===== src/rtl/spi_reg_pkg.sv =====
`default_nettype none
// ============================================================================
// spi_reg_pkg -- shared types, default parameters and frame sizing for the
// SPI register bank.                                         Revision: 1.0
// ============================================================================
package spi_reg_pkg;

  localparam int c_DEF_NUM_REGS = 5;
  localparam int c_DEF_ADDR_W   = 7;
  localparam int c_DEF_DATA_W   = 8;
  localparam int c_DEF_RST_VAL  = 0;

  typedef enum logic [2:0] {
    ST_IDLE  = 3'd0,
    ST_CMD   = 3'd1,
    ST_WDATA = 3'd2,
    ST_RDATA = 3'd3,
    ST_HOLD  = 3'd4
  } state_t;

  function automatic int frame_w(input int addr_w, input int data_w);
    return 1 + addr_w + data_w;
  endfunction

endpackage
`default_nettype wire


===== src/rtl/spi_sync_edge.sv =====
`default_nettype none
// ============================================================================
// spi_sync_edge -- two-flop synchroniser with single-cycle rise/fall pulses.
//                                                            Revision: 1.0
// ============================================================================
module spi_sync_edge
  import spi_reg_pkg::*;
#(
  parameter logic RST_LVL = 1'b0
) (
  input  logic clk,
  input  logic rst_n,
  input  logic i_async,
  output logic o_level,
  output logic o_rise,
  output logic o_fall
);

  logic r_meta;
  logic r_sync;
  logic r_prev;

  always_ff @(posedge clk or negedge rst_n) begin
    if (!rst_n) begin
      r_meta <= RST_LVL;
      r_sync <= RST_LVL;
      r_prev <= RST_LVL;
    end else begin
      r_meta <= i_async;
      r_sync <= r_meta;
      r_prev <= r_sync;
    end
  end

  assign o_level = r_sync;
  assign o_rise  = r_sync & ~r_prev;
  assign o_fall  = ~r_sync & r_prev;

endmodule
`default_nettype wire


===== src/rtl/spi_reg_bank.sv =====
`default_nettype none
// ============================================================================
// spi_reg_bank -- SPI (mode 0) slave register bank, fully clocked by clk.
//                                                            Revision: 1.0
// ============================================================================
module spi_reg_bank
  import spi_reg_pkg::*;
#(
  parameter int                NUM_REGS = c_DEF_NUM_REGS,
  parameter int                ADDR_W   = c_DEF_ADDR_W,
  parameter int                DATA_W   = c_DEF_DATA_W,
  parameter logic [DATA_W-1:0] RST_VAL  = DATA_W'(c_DEF_RST_VAL)
) (
  input  logic                       clk,
  input  logic                       rst_n,
  input  logic                       sclk,
  input  logic                       copi,
  input  logic                       ncs,
  output logic                       cipo,
  output logic                       cipo_oe,
  output logic [NUM_REGS*DATA_W-1:0] regs,
  output logic                       wr_strobe,
  output logic [ADDR_W-1:0]          wr_addr
);

  localparam int              c_FRAME_W  = frame_w(ADDR_W, DATA_W);
  localparam int              c_CNT_W    = $clog2(c_FRAME_W);
  localparam logic [ADDR_W:0] c_NUM_REGS = (ADDR_W+1)'(NUM_REGS);

  logic w_sclk_lvl, w_sclk_rise, w_sclk_fall;
  logic w_copi_lvl, w_copi_rise, w_copi_fall;
  logic w_ncs_lvl,  w_ncs_rise,  w_ncs_fall;
  logic w_unused_sync;

  spi_sync_edge #(.RST_LVL(1'b0)) u_sync_sclk (
    .clk(clk), .rst_n(rst_n), .i_async(sclk),
    .o_level(w_sclk_lvl), .o_rise(w_sclk_rise), .o_fall(w_sclk_fall)
  );

  spi_sync_edge #(.RST_LVL(1'b0)) u_sync_copi (
    .clk(clk), .rst_n(rst_n), .i_async(copi),
    .o_level(w_copi_lvl), .o_rise(w_copi_rise), .o_fall(w_copi_fall)
  );

  // Chip select resets to "selected" so a frame already under way when reset
  // releases yields no falling edge and is ignored until the next one.
  spi_sync_edge #(.RST_LVL(1'b0)) u_sync_ncs (
    .clk(clk), .rst_n(rst_n), .i_async(ncs),
    .o_level(w_ncs_lvl), .o_rise(w_ncs_rise), .o_fall(w_ncs_fall)
  );

  assign w_unused_sync = ^{w_sclk_lvl, w_copi_rise, w_copi_fall};

  state_t              r_state, w_next;
  logic [c_CNT_W-1:0]  r_cnt;
  logic [ADDR_W:0]     r_cmd;
  logic [DATA_W-1:0]   r_wdata;
  logic [DATA_W-1:0]   r_shift;
  logic                r_bad;
  logic                r_wr_strobe;
  logic [ADDR_W-1:0]   r_wr_addr;
  logic [DATA_W-1:0]   r_regs [NUM_REGS];

  logic                w_rise, w_fall;
  logic [ADDR_W:0]     w_cmd_next;
  logic                w_cmd_done, w_data_done;
  logic                w_addr_ok, w_commit;
  logic [DATA_W-1:0]   w_rd_val;

  assign w_rise      = w_sclk_rise & ~w_ncs_lvl;
  assign w_fall      = w_sclk_fall & ~w_ncs_lvl;
  assign w_cmd_next  = (ADDR_W+1)'({r_cmd, w_copi_lvl});
  assign w_cmd_done  = (r_state == ST_CMD) && w_rise && (r_cnt == c_CNT_W'(ADDR_W));
  assign w_data_done = ((r_state == ST_WDATA) || (r_state == ST_RDATA)) && w_rise &&
                       (r_cnt == c_CNT_W'(DATA_W - 1));
  assign w_addr_ok   = {1'b0, r_cmd[ADDR_W-1:0]} < c_NUM_REGS;
  assign w_commit    = w_ncs_rise && (r_state == ST_HOLD) && r_cmd[ADDR_W] &&
                       !r_bad && w_addr_ok;

  // Unmatched (out-of-range) addresses read back as zero.
  always_comb begin
    w_rd_val = '0;
    for (int k = 0; k < NUM_REGS; k++) begin
      if (w_cmd_next[ADDR_W-1:0] == ADDR_W'(k)) w_rd_val = r_regs[k];
    end
  end

  always_ff @(posedge clk or negedge rst_n) begin
    if (!rst_n) r_state <= ST_IDLE;
    else        r_state <= w_next;
  end

  always_comb begin
    w_next = r_state;
    if (w_ncs_fall) begin
      w_next = ST_CMD;
    end else if (w_ncs_rise) begin
      w_next = ST_IDLE;
    end else begin
      case (r_state)
        ST_CMD:   if (w_cmd_done) w_next = w_cmd_next[ADDR_W] ? ST_WDATA : ST_RDATA;
        ST_WDATA: if (w_data_done) w_next = ST_HOLD;
        ST_RDATA: if (w_data_done) w_next = ST_HOLD;
        default:  w_next = r_state;
      endcase
    end
  end

  always_ff @(posedge clk or negedge rst_n) begin
    if (!rst_n) begin
      r_cnt       <= '0;
      r_cmd       <= '0;
      r_wdata     <= '0;
      r_shift     <= '0;
      r_bad       <= 1'b0;
      r_wr_strobe <= 1'b0;
      r_wr_addr   <= '0;
    end else begin
      r_wr_strobe <= 1'b0;
      if (w_ncs_fall) begin
        r_cnt   <= '0;
        r_cmd   <= '0;
        r_shift <= '0;
        r_bad   <= 1'b0;
      end else if (w_ncs_rise) begin
        if (w_commit) begin
          r_wr_strobe <= 1'b1;
          r_wr_addr   <= r_cmd[ADDR_W-1:0];
        end
      end else begin
        case (r_state)
          ST_CMD: begin
            if (w_rise) begin
              r_cmd <= w_cmd_next;
              r_cnt <= w_cmd_done ? '0 : r_cnt + c_CNT_W'(1);
              if (w_cmd_done && !w_cmd_next[ADDR_W]) r_shift <= w_rd_val;
            end
          end
          ST_WDATA: begin
            if (w_rise) begin
              r_wdata <= DATA_W'({r_wdata, w_copi_lvl});
              r_cnt   <= w_data_done ? '0 : r_cnt + c_CNT_W'(1);
            end
          end
          ST_RDATA: begin
            if (w_rise) begin
              r_cnt <= w_data_done ? '0 : r_cnt + c_CNT_W'(1);
            end else if (w_fall && (r_cnt != '0)) begin
              // MSB stays put until the first data bit has been sampled.
              r_shift <= r_shift << 1;
            end
          end
          ST_HOLD: begin
            if (w_rise) r_bad <= 1'b1;
          end
          default: ;
        endcase
      end
    end
  end

  always_ff @(posedge clk or negedge rst_n) begin
    if (!rst_n) begin
      for (int k = 0; k < NUM_REGS; k++) r_regs[k] <= RST_VAL;
    end else if (w_commit) begin
      for (int k = 0; k < NUM_REGS; k++) begin
        if (r_cmd[ADDR_W-1:0] == ADDR_W'(k)) r_regs[k] <= r_wdata;
      end
    end
  end

  for (genvar g = 0; g < NUM_REGS; g++) begin : g_flat
    assign regs[g*DATA_W +: DATA_W] = r_regs[g];
  end

  assign cipo_oe   = (r_state == ST_RDATA) || ((r_state == ST_HOLD) && !r_cmd[ADDR_W]);
  assign cipo      = cipo_oe & r_shift[DATA_W-1];
  assign wr_strobe = r_wr_strobe;
  assign wr_addr   = r_wr_addr;

endmodule
`default_nettype wire


===== config.mk =====
export PLATFORM = sky130hd
export DESIGN_NAME = spi_reg_bank
export DESIGN_NICKNAME = d
export VERILOG_FILES = /design/src/rtl/spi_reg_pkg.sv /design/src/rtl/spi_sync_edge.sv /design/src/rtl/spi_reg_bank.sv
export SDC_FILE = /design/constraint.sdc
export NUM_CORES = 1
export LEC_CHECK = 0
export ABC_AREA = 1
export BUFFER_PORTS_ARGS = -buffer_cell sky130_fd_sc_hd__buf_2
export CAP_MARGIN = 10
export CORE_ASPECT_RATIO = 1.4
export CORE_MARGIN = 2
export CORE_UTILIZATION = 57
export DETAILED_ROUTE_END_ITERATION = 8
export PLACE_DENSITY = 0.83
export SYNTH_ARGS = -nofsm -noshare
export SYNTH_HDL_FRONTEND = slang
export SYNTH_SLANG_ARGS = --single-unit

===== constraint.sdc =====
create_clock -name clk -period 2.2 [get_ports clk]
set_input_delay 0 -clock clk [delete_from_list [all_inputs] [get_ports clk]]
set_output_delay 0 -clock clk [all_outputs]
set_load 0.05 [all_outputs]

== Word level (Yosys, flattened, before mapping) ==
Index checks and enable logic that the tools add are counted.

* Logic and storage cells: 131
* Register bits after elaboration: 88
* Output and inout bits: 50
* Input port bits: 5

* Add/subtract/negate cells: 1
* Eq/ne operators: 21
* Reduce and logical (&&, ||, !) cells: 38
* Magnitude comparators: 1
* Multiplexer cells: 36
* Bitwise operators: 13

{| class="wikitable"
|+ Operator list
! operator !! number
|-
| $mux W8 || 15
|-
| $eq A7 B2 Y1 const B || 4
|-
| $mux W4 || 6
|-
| $pmux W8 S2 || 1
|-
| $eq A7 B1 Y1 const B || 2
|-
| $eq A7 B3 Y1 const B || 2
|-
| $logic_not A7 Y1 || 2
|-
| $mux W3 || 4
|-
| $reduce_and A3 Y1 || 4
|-
| $logic_and A1 B1 Y1 || 11
|-
| $reduce_and A2 Y1 || 5
|-
| $ne A3 B2 Y1 const B || 3
|-
| $mux W1 || 8
|-
| $pmux W4 S2 || 1
|-
| $reduce_and A4 Y1 || 2
|-
| $reduce_bool A4 Y1 || 2
|-
| $and A1 B1 Y1 || 7
|-
| $lt A7 B3 Y1 const B || 1
|-
| $eq A3 B2 Y1 const B || 2
|-
| $ne A3 B1 Y1 const B || 2
|-
| $not A1 Y1 || 6
|-
| $pmux W3 S2 || 1
|-
| $reduce_and A6 Y1 || 1
|-
| $reduce_bool A2 Y1 || 3
|-
| 11 further kinds || 15
|}

== Logic depth before layout (Yosys ltp) ==
Gate-level depths: netlist (run 1).

* Depth after elaboration: 11
* Depth in mapped cells: 10

== Cells and area by module ==
Synthesis (run 1) repeated with hierarchy kept, for this count alone.

* Cell total of the unflattened synthesis: 538
* Area total of the unflattened synthesis: 4269.1 um^2

{| class="wikitable"
|+ By module, submodules not included
! module !! times used !! area an instance (um^2) !! cells an instance
|-
| spi_reg_bank || 1 || 3998.8 || 517
|-
| spi_sync_edge || 3 || 90.1 || 7
|}

== Worst setup path before layout (run 1) ==
OpenSTA, ideal clock, no wires.

* Path kind: register to output
* Start: register r_state[2]
* End: output cipo
* Arrival time: 2207 ps
* Required time: 2200 ps
* Path slack: -7 ps
* Path buffers: 0
* Stages on the path, launching flop included: 6
* Cells stage by stage: dfrtp_1 inv_1 nand2_1 nor2_2 clkinv_1 a21boi_0

* Word-level cells in the longest chain between the ends: 4
* Elaborated cells between the ends (all ways): 5
* Those cells by class: eq/ne (2); bitwise (1); reduce/logical (2)

{| class="wikitable"
|+ Ends and longest elaborated chain
! what !! line !! source
|-
| from (decl) || spi_reg_bank.sv:54 || <nowiki>state_t r_state, w_next;</nowiki>
|-
| from (signal assigned) || spi_reg_bank.sv:90 || <nowiki>else r_state <= w_next;</nowiki>
|-
| $eq A3 B3 Y1 || spi_reg_bank.sv:176 || <nowiki>assign cipo_oe = (r_state == ST_RDATA) || ((r_state == ST_HOLD) && !r_cmd[ADDR_W]);</nowiki>
|-
| $logic_and A1 B1 Y1 || spi_reg_bank.sv:176 ||
|-
| $logic_or A1 B1 Y1 (*) || spi_reg_bank.sv:176 ||
|-
| $and A1 B1 Y1 (*) || spi_reg_bank.sv:177 || <nowiki>assign cipo = cipo_oe & r_shift[DATA_W-1];</nowiki>
|-
| to (decl) || spi_reg_bank.sv:19 || <nowiki>output logic cipo,</nowiki>
|}

Mark *: on every way between the ends. The rest lies on a longest branch, timed or not.

== Worst setup path in the final report (run 1) ==
* Start: register r_state[1]
* End: register r_regs (netlist bit regs[14])

* Word-level cells in the longest chain between the ends: 6

{| class="wikitable"
|+ Ends and longest elaborated chain
! what !! line !! source
|-
| $eq A3 B3 Y1 || spi_reg_bank.sv:77 || <nowiki>assign w_commit = w_ncs_rise && (r_state == ST_HOLD) && r_cmd[ADDR_W] &&</nowiki>
|-
| $logic_and A1 B1 Y1 (3 in a row) || spi_reg_bank.sv:77 ||
|-
| $logic_and A1 B1 Y1 || spi_reg_bank.sv:78 || <nowiki>!r_bad && w_addr_ok;</nowiki>
|-
| $reduce_and A2 Y1 (no source line) || -- ||
|-
| to (signal, indexed assignment) || spi_reg_bank.sv:167 || <nowiki>if (r_cmd[ADDR_W-1:0] == ADDR_W'(k)) r_regs[k] <= r_wdata;</nowiki>
|-
| to (decl) || spi_reg_bank.sv:62 || <nowiki>logic [DATA_W-1:0] r_regs [NUM_REGS];</nowiki>
|}

No other way between the ends.
A chain may end at the register's enable or synchronous reset.

==> reports/results.tsv, run 1 <==
stage	metric	value	unit
synthesis	Yosys top cell by area	dfrtp_1	
pwr	Tot Pwr	0.00357	W
timing	Final setup viols	0	
floorplanning	Top-Level Pins	55	
synthesis	mapped cell area	0.00399	mm²
worst_hold_path	Hold WC Path Type	input port to asynchronous set/reset pin	
setup_path	critical-path cell list	inv_1 -> nand3_1 -> nor3b_4 -> nand2_1 -> o21ai_0 -> inv_1	
pwr	power density over the cells	766	mW/mm²
finish	Final Cell Area	0.00467	mm²
cts	clock sink count	88	
finish	ratio of cells with drive above 1 in the final layout	14.8	%
detailed_routing	Avg WL per Cell	13.9	µm
floorplanning	Die ar.	0.00769	mm²
cts	Setup Buffers After CTS	0	
setup_path	Critical Path Start Type	flop	
floorplanning	CORE AREA	0.00689	mm²
pwr	VDD IR max	0.617	mV
global_routing	initial antenna violation count	0	
synthesis	Synthesized Nets	501	
placed_design	placed inst area	0.00442	mm²
placed_design	hpwl dp	6670	µm
global_routing	first-pass GRT wire length	15400	µm
timing	highest clock rate	0.492	GHz
setup_path	crit-path most repeated cell	inv_1	
synthesis	post-synthesis simple-gate area fraction	24.0	%
detailed_routing	total wire length	9220	µm
finish	ANT cells	0	
synthesis	largest family of logic cells by synthesized area	simple AND/OR/NAND/NOR gates	
setup_path	Slowest-stage cell, CP	dfrtp_1	
pwr	clock power share	31.1	%
synthesis	Main synth FF type	dfrtp_1	
finish	Post-Layout Cell Count	662	
finish	P&R area growth vs syn	17.1	%
cts	Reg clk slew, reported paths	0.08	ns
pwr	sequential power share	50.5	%
pwr	power share of the combinational group	18.3	%
timing	Setup TNS Final	0	ns
synthesis	synthesis-stage register bit count	88	
floorplanning	chip height	103	µm
detailed_routing	drt drc	0	
timing	RSZ-0062 raised after global routing	yes	
setup_path	slowest stage delay, CP	0.41	ns
synthesis	Post-synth EDFFs	0	
timing	slew of the pin with the lowest slew margin	0.522	ns
synthesis	Ys Warns	0	
finish	Layout Nets	571	
detailed_routing	Iter 0 DRT Violations	265	
timing	Final Max Slew Viols	0	
timing	slew margin rel.	65.2	%
cts	CTS Buffer Depth	2	
global_routing	Total GRT Usage	26.5	%
global_routing	gr ovfl total	0	
cts	number of CTS-inserted buffers	9	
global_routing	number of global-route vias before repair	3391	
placed_design	# port buffers	54	
pwr	Internal Pwr Total	0.00247	W
synthesis	Gate Count Post-Synth	492	
setup_path	Worst EP arrival	2.29	ns
synthesis	Synth area leaders	dfrtp_1 (55%), nand2_1 (13%), inv_1 (7.3%), o21ai_0 (6.9%), nor2_1 (4.1%)	
detailed_routing	remaining antenna violation count after routing	0	
pwr	switching share of power	31.0	%
synthesis	Compound-Gate Fraction of Synth Area	11.0	%
synthesis	Synth top area share	55.2	%
placed_design	gpl congestion	0.956	
synthesis	xor/xnor share of the synthesized area	0	%
run	max_cap viols	0	
synthesis	post-synthesis async set-or-reset flop share	100	%
synthesis	share of the yosys chip area belonging to registers	55.2	%
timing	Fin. Hold Viols	0	
setup_path	CP required	2.46	ns
cts	Root Buffer	clkbuf_8	
pwr	P_leak	2.65	nW
detailed_routing	TritonRoute pass-1 iters	5	
synthesis	post-synthesis mux area share	0	%
timing	min cycle time layout	2.03	ns
floorplanning	die boundary width	74.7	µm
cts	CTS tree	built	
setup_path	Crit. End Element	flop	
setup_path	Max FO, Critical Path	16	
synthesis	synth unique cells	26	
setup_path	WP buf/inv	2	
cts	CTS H-Tree Depth	3	
cts	clk_lat worst skew	0.37	ns
timing	Final Skew	0.00774	ns
setup_path	CP Class	flop to flop	
outcome	status	completed	
finish	filler cell count	554	
timing	Final period util	92.3	%
pwr	Switching Power	0.00111	W
synthesis	synthesized-area fraction occupied by adder cells	1.26	%
floorplanning	row count	36	
detailed_routing	vias per inst	5.36	
detailed_routing	vias	3546	
floorplanning	Starting Density	57.8	%
placed_design	Placed Cells	642	
setup_path	CP top delay family	simple AND/OR/NAND/NOR gates	
global_routing	largest net degree at the start of global routing	50	
synthesis	Synth Area per Inst	8.10	µm²
[flip-flops by register name, indices dropped and copies added, names as in the netlist, 3 cells and up]
| register | count |
|---|---|
| regs | 40 |
| r_cmd | 8 |
| r_shift | 8 |
| r_wdata | 8 |
| wr_addr | 7 |
| r_cnt | 4 |
| r_state | 3 |
[worst paths after layout]
check                                    from                   to  slack, ns  cells past startpoint
max                                r_state[1]             regs[14]       0.17                      6
min                                     rst_n   u_sync_copi.r_meta       0.14                      2
max reg2reg                        r_state[1]             regs[14]       0.17                      6
min reg2reg                u_sync_copi.r_meta  u_sync_copi.o_level       0.36                      0
max in group asynchronous               rst_n   u_sync_sclk.r_meta       1.42                      3
min in group clk                         copi   u_sync_copi.r_meta       0.28                      2
[through the flow]
step | setup WS, ns | util, % | hold WS (ns)
6_report | 0.169 | 67.7 | 0.142
4_1_cts | 0.0682 | 67.6 | 0.142
3_5_place_dp | 0.114 | 64.1 | 0.00404
3_3_place_gp | 0.223 | 64.1 | -0.00163
2_1_floorplan | 0.362 | - | -0.296
5_1_grt | -0.0402 | 67.7 | 0.190
[layout by cell type, fill, tap and decap left out]
| cell | n |
|---|---|
| a21boi_1 | 1 |
| a21oi_1 | 11 |
| a21oi_2 | 1 |
| a22oi_1 | 1 |
| a31oi_1 | 1 |
| buf_12 | 1 |
| buf_2 | 53 |
| buf_4 | 9 |
| bufinv_16 | 1 |
| clkbuf_1 | 1 |
| clkbuf_8 | 9 |
| clkinvlp_4 | 5 |
| dfrtp_1 | 88 |
| dlygate4sd3_1 | 4 |
| ha_1 | 4 |
| inv_1 | 78 |
| inv_2 | 1 |
| inv_6 | 1 |
| nand2_1 | 136 |
| nand3_1 | 29 |
| nand3_2 | 1 |
| nand3b_1 | 1 |
| nand4_1 | 8 |
| nor2_1 | 44 |
| nor2_4 | 1 |
| nor3_1 | 7 |
| nor3b_4 | 1 |
| nor4_1 | 2 |
| o21a_1 | 1 |
| o21ai_0 | 55 |
| o22ai_1 | 10 |
| o31ai_1 | 1 |
[per-layer routing]
layer | vias to the layer above | wire, µm | track usage [%]
li1 | 1712 | - | -
met1 | 1702 | 3750 | 33.6
met2 | 108 | 4760 | 43.0
met3 | 24 | 404 | 6.26
met4 | 0 | 302 | 12.4
met5 | - | 0 | 0
[cell families after synthesis]
logic type / Yosys count
buffers and inverters: 88
AND/OR/NAND/NOR: 230
adder cells (fa/ha/maj): 4
flip-flops: 88
AO/OA/AOI/OAI: 82
[Yosys cell counts (all sizes together), types with 2 or more instances]
cell	number
ha	4
o21ai	55
nand3	30
clkbuf	5
a21oi	12
dfrtp	88
buf	3
inv	79
nand2	136
nor2	45
nor4	2
nand4	8
o22ai	10
nor3	7
[cell type report]
type	count	area, µm²	area share [%]
repair buffers	67	393	8.42
flip-flops and latches	88	2200	47.2
clock buffers	10	128	2.73
well taps	95	119	2.55
inverters	80	304	6.51
multi-input cells	316	1450	31.1
clock inverters	6	68.8	1.47
[what timing repair did]
item	in CTS	in global routing
hold buffers	4	0
pin swaps	0	0
endpoints found under the hold margin	42	0
setup endpoints to repair	1	11
resized for setup	1	2
[power groups by stage]
stage	sequential, W	combinational [W]	clock, W
2_1_floorplan	0.00182	0.000457	0
3_3_place_gp	0.00183	0.000608	0
3_5_place_dp	0.00184	0.000629	0
4_1_cts	0.00181	0.000643	0.00113
5_1_grt	0.00182	0.000742	0.00120
6_report	0.00181	0.000655	0.00111
(Power assumes the default switching activity.)
==> inputs of run 2 (changes only) <==
--- a/config.mk
+++ b/config.mk
@@ -10,9 +10,10 @@
 export CAP_MARGIN = 10
 export CORE_ASPECT_RATIO = 1.4
 export CORE_MARGIN = 2
-export CORE_UTILIZATION = 57
+export CORE_UTILIZATION = 59
+export CTS_BUF_LIST = sky130_fd_sc_hd__clkbuf_8
 export DETAILED_ROUTE_END_ITERATION = 8
-export PLACE_DENSITY = 0.83
+export PLACE_DENSITY = 0.86
 export SYNTH_ARGS = -nofsm -noshare
 export SYNTH_HDL_FRONTEND = slang
 export SYNTH_SLANG_ARGS = --single-unit
==> run 2 against run 1 <==
Compared with the run above: utilization grew 2.8 points; highest routed layer unchanged; final cell count fell by 3.2%; sequential share of layout area grew 0.38 points; critical endpoint is now regs[19]; largest cell class unchanged; critical path depth stayed put; combinational power shrank 1%; clock skew hardly changed; sequential power hardly changed.
==> reports/results.tsv, run 2 (synthesis results as in run 1) <==
stage	metric	value	unit	change
setup_path	Slowest-stage cell, CP	dfrtp_1		
finish	P&R area growth vs syn	16.2	%	
setup_path	slowest stage delay, CP	0.41	ns	about the same
pwr	power density over the cells	760	mW/mm²	-0.76%
run	max_cap viols	0		unchanged
timing	Final setup viols	0		unchanged
pwr	VDD IR max	0.465	mV	-25%
setup_path	Worst EP arrival	2.25	ns	-0.04 ns
finish	Multi-input gate area	0.00145	mm²	-0.34%
timing	slew of the pin with the lowest slew margin	0.562	ns	+0.0398 ns
cts	CTS H-Tree Depth	3		unchanged
timing	Final Skew	0.00783	ns	+0.0000835 ns
setup_path	CP Class	flop to flop		
timing	RSZ-0062 raised after global routing	no		
pwr	power share of the combinational group	18.3	%	about the same
global_routing	first-pass GRT wire length	15400	µm	about the same
detailed_routing	TritonRoute pass-1 iters	5		unchanged
setup_path	critical-path cell list	inv_2 -> nand2_1 -> a21oi_2 -> nor3b_4 -> nand2_1 -> o21ai_0		
pwr	P_leak	2.67	nW	+0.48%
global_routing	initial antenna violation count	0		unchanged
detailed_routing	total wire length	9390	µm	+1.9%
cts	CTS tree	built		
placed_design	gpl congestion	0.985		+3.1%
floorplanning	chip height	101	µm	-1.6%
cts	CTS Buffer Depth	2		unchanged
finish	filler cell count	489		-12%
setup_path	Crit. End Element	flop		
finish	ANT cells	0		unchanged
finish	Post-Layout Cell Count	641		-3.2%
global_routing	number of global-route vias before repair	3409		+0.53%
cts	Root Buffer	clkbuf_8		
setup_path	CP top delay family	simple AND/OR/NAND/NOR gates		
finish	commonest non-fill, non-tap cell in the layout	nand2_1		
timing	Setup TNS Final	0	ns	unchanged
floorplanning	Starting Density	60.7	%	+2.8 points
pwr	switching share of power	30.4	%	-0.61 points
setup_path	Max FO, Critical Path	16		unchanged
timing	slew margin rel.	62.5	%	-2.7 points
detailed_routing	remaining antenna violation count after routing	0		unchanged
floorplanning	row count	35		-2.8%
finish	ratio of cells with drive above 1 in the final layout	14.8	%	unchanged
floorplanning	Top-Level Pins	55		unchanged
setup_path	Critical Path Start Type	flop		
timing	final worst slack	0.179	ns	+0.00949 ns
global_routing	gr ovfl total	0		unchanged
cts	number of CTS-inserted buffers	9		unchanged
pwr	Internal Pwr Total	0.00245	W	-0.68%
floorplanning	die boundary width	73.5	µm	-1.6%
global_routing	largest net degree at the start of global routing	46		-8.0%
setup_path	WP buf/inv	1		-1
placed_design	hpwl dp	6830	µm	+2.4%
floorplanning	Die ar.	0.00744	mm²	-3.2%
global_routing	Total GRT Usage	26.9	%	+0.32 points
pwr	sequential power share	51.4	%	+0.9 points
finish	Largest register FFs	40		unchanged
pwr	Switching Power	0.00107	W	-3.5%
timing	min cycle time layout	2.02	ns	-0.00949 ns
cts	clk_lat worst skew	0.35	ns	-0.02 ns
setup_path	CP required	2.43	ns	-0.03 ns
pwr	clock power share	30.2	%	-0.9 points
placed_design	worst slack, placed	0.183	ns	+0.0694 ns
timing	highest clock rate	0.495	GHz	+0.47%
finish	most frequent cells in the layout	nand2_1 (136), dfrtp_1 (88), inv_1 (79), o21ai_0 (55), buf_2 (53)		
outcome	status	completed		
worst_hold_path	Hold WC Path Type	input port to asynchronous set/reset pin		
timing	Final period util	91.9	%	-0.43 points
setup_path	crit-path most repeated cell	nand2_1		
placed_design	# port buffers	54		unchanged
finish	Final Cell Area	0.00463	mm²	-0.80%
cts	clock sink count	88		unchanged
detailed_routing	drt drc	0		unchanged
placed_design	placed inst area	0.00440	mm²	-0.42%
cts	Reg clk slew, reported paths	0.09	ns	about the same
timing	worst hold slack	0.175	ns	+0.0334 ns
detailed_routing	vias per inst	5.52		+3.1%
detailed_routing	Iter 0 DRT Violations	291		+9.8%
timing	Final Max Slew Viols	0		unchanged
detailed_routing	Avg WL per Cell	14.7	µm	+5.2%
timing	Fin. Hold Viols	0		unchanged
placed_design	Placed Cells	622		-3.1%
floorplanning	CORE AREA	0.00657	mm²	-4.7%
finish	register area	0.00220	mm²	unchanged
detailed_routing	vias	3540		-0.17%
finish	Layout Nets	572		+0.18%
[run 2: changes by cell type in the layout (fill, tap and decap cells not counted), sizes merged]
cell	before	now
clkinv	0	2
clkbuf	10	9
buf	63	64
inv	80	81
clkinvlp	5	2
[run 2: layout make-up]
class	instances	share of cell area [%]
repair buffers	68	8.65
well taps	74	2.00
clock inverters	6	1.35
inverters	80	6.48
flip-flops and latches	88	47.6
multi-input cells	316	31.3
clock buffers	9	2.67
[run 2: worst paths after layout]
| path | depth (start not counted) | startpoint | slack, ns | endpoint |
|---|---|---|---|---|
| setup / recovery | 6 | r_cmd[0] | 0.18 | regs[19] |
| max in group asynchronous | 3 | rst_n | 1.38 | r_shift[7] |
| min in group clk | 2 | copi | 0.29 | u_sync_copi.r_meta |
| hold reg to reg | 0 | u_sync_copi.r_meta | 0.36 | u_sync_copi.o_level |
| setup reg to reg | 6 | r_cmd[0] | 0.18 | regs[19] |
| hold / removal | 2 | rst_n | 0.18 | wr_strobe |
[run 2: metal layers]
metal,up-vias,part of all wire (%),track usage [%]
met1,1667,39,33.2
met2,133,52,44.7
met5,-,0,0
li1,1706,-,-
met3,34,4.9,3.28
met4,0,3.9,15.9
[run 2: worst register-to-register path, delay by kind of cell (launching register included)]
kind / cells / cell delay (ns)
and+or+nand+nor: 3 / 0.82
AOI/OAI and AO/OA: 2 / 0.54
DFF: 1 / 0.41
buffers and inverters: 1 / 0.13
[run 2: through the flow]
step / power [W] / utilization, %
3_3_place_gp: 0.00244 / 67.0
2_1_floorplan: 0.00227 / -
3_5_place_dp: 0.00247 / 67.0
4_1_cts: 0.00353 / 70.4
5_1_grt: 0.00369 / 70.5
6_report: 0.00352 / 70.5
[run 2: what timing repair did]
item | CTS | global route
hold endpoints to repair | 46 | 0
hold buffers | 4 | 0
setup buffers | 0 | 0
setup endpoints to repair | 0 | 6
resized for setup | 0 | 2
[run 2: power groups by stage]
stage          Clock, W  Combinational (W)  Sequential (W)
5_1_grt         0.00114           0.000731         0.00182
6_report        0.00106           0.000646         0.00181
4_1_cts         0.00108           0.000642         0.00181
3_3_place_gp          0           0.000604         0.00183
2_1_floorplan         0           0.000457         0.00182
3_5_place_dp          0           0.000632         0.00184
